### config.mk
export PLATFORM = sky130hd
export DESIGN_NAME = axi_master_wr_pipe
export DESIGN_NICKNAME = d
export VERILOG_FILES = /design/src/rtl/axi_master_wr_pipe.sv
export SDC_FILE = /design/constraint.sdc
export NUM_CORES = 1
export LEC_CHECK = 0
export BUFFER_PORTS_ARGS = -buffer_cell sky130_fd_sc_hd__buf_4
export CORE_ASPECT_RATIO = 1.2
export CORE_MARGIN = 2
export CORE_UTILIZATION = 45
export DETAILED_ROUTE_END_ITERATION = 6
export PLACE_DENSITY = 0.85
export SYNTH_ARGS = -nofsm -noshare
export SYNTH_HDL_FRONTEND = slang
export SYNTH_SLANG_ARGS = --single-unit
### constraint.sdc
create_clock -name clk -period 3.2 [get_ports clk]
set_input_delay 0.64 -clock clk [delete_from_list [all_inputs] [get_ports clk]]
set_output_delay 0.64 -clock clk [all_outputs]
set_load 0.02 [all_outputs]
### src/rtl/axi_master_wr_pipe.sv
// Purpose : pipelined AXI4 write master; AW and W decoupled, up to MAX_OUTSTANDING bursts in flight.
// Latency : accept N -> awvalid N+1; idle W engine -> wvalid N+2; B handshake M -> wr_done M+1.
// Backpr. : cmd_ready drops while AW is pending or MAX_OUTSTANDING bursts are unresponded.
// Ports   : cmd_* (user burst command), wr_data/wr_strb/wr_data_req (show-ahead beat source),
//           wr_done/wr_err/busy (completion status), m_axi_aw*/w*/b* (AXI4 write channels).
module axi_master_wr_pipe #(
    parameter int          ADDR_WIDTH      = 30,
    parameter int          DATA_WIDTH      = 64,
    parameter int          ID_WIDTH        = 4,
    parameter int unsigned AXI_ID          = 0,
    parameter int          MAX_OUTSTANDING = 4
) (
    input  logic                      clk,
    input  logic                      rst,
    input  logic                      cmd_valid,
    output logic                      cmd_ready,
    input  logic [ADDR_WIDTH-1:0]     cmd_addr,
    input  logic [7:0]                cmd_len,
    input  logic [DATA_WIDTH-1:0]     wr_data,
    input  logic [DATA_WIDTH/8-1:0]   wr_strb,
    output logic                      wr_data_req,
    output logic                      wr_done,
    output logic                      wr_err,
    output logic                      busy,
    output logic [ID_WIDTH-1:0]       m_axi_awid,
    output logic [ADDR_WIDTH-1:0]     m_axi_awaddr,
    output logic [7:0]                m_axi_awlen,
    output logic [2:0]                m_axi_awsize,
    output logic [1:0]                m_axi_awburst,
    output logic                      m_axi_awlock,
    output logic [3:0]                m_axi_awcache,
    output logic [2:0]                m_axi_awprot,
    output logic [3:0]                m_axi_awqos,
    output logic                      m_axi_awvalid,
    input  logic                      m_axi_awready,
    output logic [DATA_WIDTH-1:0]     m_axi_wdata,
    output logic [DATA_WIDTH/8-1:0]   m_axi_wstrb,
    output logic                      m_axi_wlast,
    output logic                      m_axi_wvalid,
    input  logic                      m_axi_wready,
    input  logic [ID_WIDTH-1:0]       m_axi_bid,
    input  logic [1:0]                m_axi_bresp,
    input  logic                      m_axi_bvalid,
    output logic                      m_axi_bready
);

    localparam int OW = $clog2(MAX_OUTSTANDING + 1);
    localparam int PW = (MAX_OUTSTANDING > 1) ? $clog2(MAX_OUTSTANDING) : 1;

    typedef enum logic {W_IDLE, W_BURST} w_state_e;

    logic                  awvalid_q;
    logic [ADDR_WIDTH-1:0] awaddr_q;
    logic [7:0]            awlen_q;
    logic [OW-1:0]         outstanding_q, outstanding_d;
    logic                  bready_q, wr_done_q, wr_err_q;

    logic [7:0]            fifo_mem_q [MAX_OUTSTANDING];
    logic [PW-1:0]         fifo_wr_ptr_q, fifo_rd_ptr_q;
    logic [OW-1:0]         fifo_cnt_q;
    logic                  fifo_pop;

    w_state_e              w_state_q, w_state_d;
    logic                  wvalid_q, wvalid_d;
    logic [7:0]            beat_cnt_q, beat_cnt_d, beat_len_q, beat_len_d;

    logic                  cmd_accept, w_hs, b_hs;
    logic                  unused_bid;

    // Response ordering is implied by command order, so BID carries no information here.
    assign unused_bid = ^m_axi_bid;

    assign cmd_ready   = !awvalid_q && (outstanding_q < OW'(MAX_OUTSTANDING));
    assign cmd_accept  = cmd_valid && cmd_ready;
    assign w_hs        = wvalid_q && m_axi_wready;
    assign b_hs        = m_axi_bvalid && bready_q;

    assign m_axi_awid    = ID_WIDTH'(AXI_ID);
    assign m_axi_awaddr  = awaddr_q;
    assign m_axi_awlen   = awlen_q;
    assign m_axi_awsize  = 3'($clog2(DATA_WIDTH/8));
    assign m_axi_awburst = 2'b01;
    assign m_axi_awlock  = 1'b0;
    assign m_axi_awcache = 4'b0010;
    assign m_axi_awprot  = 3'b000;
    assign m_axi_awqos   = 4'b0000;
    assign m_axi_awvalid = awvalid_q;

    assign m_axi_wdata  = wr_data;
    assign m_axi_wstrb  = wr_strb;
    assign m_axi_wvalid = wvalid_q;
    // Derived from registers only so a slave that waits for wlast before raising wready cannot deadlock.
    assign m_axi_wlast  = wvalid_q && (beat_cnt_q == beat_len_q);
    assign wr_data_req  = w_hs;

    assign m_axi_bready = bready_q;
    assign wr_done      = wr_done_q;
    assign wr_err       = wr_err_q;
    assign busy         = (outstanding_q != '0);

    function automatic logic [PW-1:0] ptr_inc(input logic [PW-1:0] p);
        return (p == PW'(MAX_OUTSTANDING - 1)) ? '0 : p + 1'b1;
    endfunction

    always_comb begin
        outstanding_d = outstanding_q;
        if (cmd_accept && !b_hs) begin
            outstanding_d = outstanding_q + OW'(1);
        end else if (!cmd_accept && b_hs) begin
            outstanding_d = outstanding_q - OW'(1);
        end
    end

    // W engine: pops one length per burst; a pop on the last beat chains bursts without a bubble.
    always_comb begin
        w_state_d  = w_state_q;
        wvalid_d   = wvalid_q;
        beat_cnt_d = beat_cnt_q;
        beat_len_d = beat_len_q;
        fifo_pop   = 1'b0;
        case (w_state_q)
            W_IDLE: begin
                if (fifo_cnt_q != '0) begin
                    fifo_pop   = 1'b1;
                    beat_len_d = fifo_mem_q[fifo_rd_ptr_q];
                    beat_cnt_d = '0;
                    wvalid_d   = 1'b1;
                    w_state_d  = W_BURST;
                end
            end
            W_BURST: begin
                if (w_hs) begin
                    if (m_axi_wlast) begin
                        if (fifo_cnt_q != '0) begin
                            fifo_pop   = 1'b1;
                            beat_len_d = fifo_mem_q[fifo_rd_ptr_q];
                            beat_cnt_d = '0;
                        end else begin
                            wvalid_d  = 1'b0;
                            w_state_d = W_IDLE;
                        end
                    end else begin
                        beat_cnt_d = beat_cnt_q + 8'd1;
                    end
                end
            end
        endcase
    end

    always_ff @(posedge clk) begin
        if (rst) begin
            awvalid_q     <= 1'b0;
            awaddr_q      <= '0;
            awlen_q       <= '0;
            outstanding_q <= '0;
            bready_q      <= 1'b0;
            wr_done_q     <= 1'b0;
            wr_err_q      <= 1'b0;
            fifo_wr_ptr_q <= '0;
            fifo_rd_ptr_q <= '0;
            fifo_cnt_q    <= '0;
            w_state_q     <= W_IDLE;
            wvalid_q      <= 1'b0;
            beat_cnt_q    <= '0;
            beat_len_q    <= '0;
        end else begin
            if (cmd_accept) begin
                awvalid_q <= 1'b1;
                awaddr_q  <= cmd_addr;
                awlen_q   <= cmd_len;
            end else if (m_axi_awready) begin
                awvalid_q <= 1'b0;
            end
            outstanding_q <= outstanding_d;
            // Looks at the next count so bready never lingers after the last response.
            bready_q      <= (outstanding_d != '0);
            wr_done_q     <= b_hs;
            wr_err_q      <= b_hs && (m_axi_bresp != 2'b00);
            // Entries never exceed outstanding, so the length FIFO cannot overflow.
            if (cmd_accept) begin
                fifo_wr_ptr_q <= ptr_inc(fifo_wr_ptr_q);
            end
            if (fifo_pop) begin
                fifo_rd_ptr_q <= ptr_inc(fifo_rd_ptr_q);
            end
            if (cmd_accept && !fifo_pop) begin
                fifo_cnt_q <= fifo_cnt_q + OW'(1);
            end else if (!cmd_accept && fifo_pop) begin
                fifo_cnt_q <= fifo_cnt_q - OW'(1);
            end
            w_state_q  <= w_state_d;
            wvalid_q   <= wvalid_d;
            beat_cnt_q <= beat_cnt_d;
            beat_len_q <= beat_len_d;
        end
    end

    always_ff @(posedge clk) begin
        if (cmd_accept) begin
            fifo_mem_q[fifo_wr_ptr_q] <= cmd_len;
        end
    end

endmodule

==> results.md <==
* Status: completed
* Hold WS at ~0.45 ns
* Worst setup path category: flip-flop to flip-flop
* Layout Cells excl Fill at around 640
* Root Buffer: clkbuf_16
* Syn Area/Cell at about 9.7 sq um
* Total core area at between 0.01 and 0.015 sq mm
* Worst Setup End Kind: flip-flop
* Fmax at about 0.36 GHz
* Clock Sinks at 104
* Dpl cell area at between 0.004 and 0.005 sq mm
* Vias in the first global route at roughly 3,200
* Post-cts sizing count at 0
* Synth unique cells at 39
* Largest net degree at the start of global routing at between 60 and 70
* Filler instances at just over 900
* Hold Crit Class: flip-flop to flip-flop
* Post-Syn Instances at ~500
* Final Hold Viols at 0
* Worst setup SP type: flip-flop
* Layout cells sized above 1 at 24.2%
* Setup Skew at ~0.0061 ns
* Synth Flop Type: dfxtp_1
* Final setup fails at 0
* Clock power frac at 27.1%
* Synthesized flop and latch total at around 100
* CP peak stage delay at roughly 0.43 ns
* Number of buffers created by CTS at 9
* Max Buffers Root-to-Sink at 2
* Max cap viols at 0
* Pre-antenna DRT Iters at 4
* First-pass GRT wire length at roughly 17 mm
* N_diodes at 0
* Pwr dens at approximately 760 mW/mm^2
* Seq/Total Area, Yosys at about half
* Top cells by area, synth: dfxtp_1 30%, edfxtp_1 20%, buf_4 14%, nand2_1 6.5%, a21oi_1 5.8%
* Placed Cells at between 600 and 700
* Total routed wirelength at 11.2 mm
* Die Height at ~120 microns
* Post-CTS Setup Inserts at 0
* Max Slew Vio Count at 0
* Switching share of power at approximately a third
* Wire per inst at about 18 microns
* CP Data Arrival Time at just over 3 ns
* Worst-Skew Late Latency at 0.35 ns
* Final net count at ~640
* Iter 0 DRT Violations at 172
* Part of the power in combinational logic at 29.7%
* H-tree depth at 3
* Hold_buf cts at 0
* Overall power at ~4000 uW
* Yosys warnings at 0
* Sequential cell area at 0.00240 sq mm
* Via density at around 5.2
* Async SR Flop Fraction at 0%
* GRT Util Overall at ~19%
* # port buffers at 92
* Via count at 3,290
* Total Neg Setup Slack at 0 ns
* Routability cong. at approximately 0.80
* RSZ-0062 raised after global routing: false
* Fin crit period at 2.76 ns
* Synthesized area at between 0.004 and 0.005 sq mm
* Post-synth EDFFs at 32
* Leading area contributor after synthesis: dfxtp_1
* Cell Rows at 41
* CTS tree: built
* Switching power at roughly 1400 uW
* Post-DRT Antenna Nets at 0
* Initial core utilization at around 46%
* Critical Path RT at 3.48 ns
* Reg clk slew, reported paths at around 0.070 ns
* Fin crit share at a little under nine tenths
* IO Pins at between 200 and 300
* Synth top area share at between 20% and 30%
* Relative slew slack at approximately 57%
* DRC Markers at 0
* Total grt overflow at 0
* Actual slew at the worst max-slew pin at roughly 0.65 ns
* Internal power at ~2600 uW
* Worst vdd ir at between 0.4 and 0.5 mV
* CP cell instances: nor3_1, nor2b_1, and4_1, nor2_1, ha_1, inv_1, fa_1, xor2_1, or3_1, a21oi_1
* Die Wd at a little under 100 microns
* Area growth, synth to finish at 9.20%
* Leakage at between 0.002 and 0.0025 uW
* CP max-delay cell: nor3_1
* Die footprint at ~0.012 sq mm
* Reg power frac at a little over two fifths
* Area of the multi-input gates at around 0.0016 sq mm
* Cell area after layout at 0.00526 sq mm
* Initial antenna violation count at 0
* DP Wirelength at 8.49 mm
* Worst Path Max Fanout at 12
## sequential cells by signal, summed over array words and instances, names as in the netlist, named ones only
name,flops
beat_cnt_q,8
beat_len_q,8
fifo_cnt_q,3
fifo_mem_q,32
fifo_rd_ptr_q,2
fifo_wr_ptr_q,2
m_axi_awaddr,30
m_axi_awlen,8
m_axi_awvalid,1
m_axi_bready,1
m_axi_wvalid,1
outstanding_q,3
w_state_q,1
wr_done,1
wr_err,1
## Yosys cell counts (all sizes together), types with 3 or more instances
master,count
o21ai,12
a21oi,56
nor2,18
buf,104
nand2b,3
inv,8
edfxtp,32
nor3,4
xor2,7
or4,3
clkbuf,14
dfxtp,72
mux4,8
nand3,15
and2,6
or3,4
a311oi,3
nand2,84
a31oi,4
ha,10
xnor2,10
## layer usage
| layer | GRT usage [%] | up-vias | wire, microns |
|---|---|---|---|
| met1 | 18.7 | 1496 | 3650 |
| met2 | 31.7 | 195 | 5580 |
| li1 | - | 1565 | - |
| met3 | 12.5 | 34 | 1710 |
| met4 | 7.96 | 0 | 291 |
| met5 | 3.17 | - | 0 |
## stage by stage
| stage | setup WS (ns) | utilization (%) |
|---|---|---|
| after floorplan | 0.388 | - |
| after global placement | 0.388 | 47.4 |
| after detailed placement | 0.270 | 47.4 |
| after CTS | 0.442 | 50.3 |
| after global routing | 0.242 | 50.3 |
| final | 0.445 | 50.3 |
## final cells by class
type | instances | share of cell area [%]
Timing Repair Buffer | 96 | 13.7
Clock buffer | 9 | 4.28
Sequential cell | 104 | 45.7
Tap cell | 129 | 3.07
Multi-Input combinational cell | 284 | 31.3
Inverter | 8 | 0.571
Clock inverter | 7 | 1.40
## worst paths after layout
path,startpoint,end,slack (ns),cells after the start
setup / recovery,fifo_cnt_q[0],fifo_cnt_q[2],0.44,10
hold / removal,m_axi_awaddr[22],m_axi_awaddr[22],0.45,2
setup reg to reg,fifo_cnt_q[0],fifo_cnt_q[2],0.44,10
hold reg to reg,m_axi_awaddr[22],m_axi_awaddr[22],0.45,2
## placed cells by master (no fill, tap or decap), drive strengths merged, types with 8 or more instances in the layout
cell type | synthesis | routed
o21ai | 12 | 12
nor2 | 18 | 18
clkbuf | 14 | 9
buf | 104 | 96
dfxtp | 72 | 72
ha | 10 | 10
conb | 2 | 21
a21oi | 56 | 56
nand3 | 15 | 15
inv | 8 | 11
nand2 | 84 | 84
edfxtp | 32 | 32
mux4 | 8 | 8
xnor2 | 10 | 10
## worst max-delay path, delay by kind of cell, from the launching register on
family / cells / cell delay, ns
XOR/XNOR: 1 / 0.18
AO/OA/AOI/OAI: 1 / 0.14
AND/OR/NAND/NOR: 5 / 1.37
adder cells (fa/ha/maj): 2 / 0.59
flip-flops: 1 / 0.35
buffers and inverters: 1 / 0.06
## kinds of logic after synthesis
logic type | Yosys count | share of synthesized area, %
simple gates | 145 | 13.4
buf+inv | 126 | 17.4
flops | 104 | 49.9
compound gates | 80 | 8.89
xor+xnor | 17 | 3.09
fa+ha+maj | 11 | 3.01
mux | 10 | 4.16
other cells | 2 | 0.156
## power by group through the flow
| stage | logic [uW] | clock network (uW) | registers (uW) |
|---|---|---|---|
| floorplan | 935 | 0 | 1770 |
| global placement | 1120 | 0 | 1730 |
| detailed placement | 1170 | 0 | 1750 |
| CTS | 1180 | 1090 | 1720 |
| global route | 1300 | 1150 | 1740 |
| finish | 1180 | 1080 | 1720 |
No activity file was read; power rests on OpenSTA's default activity.
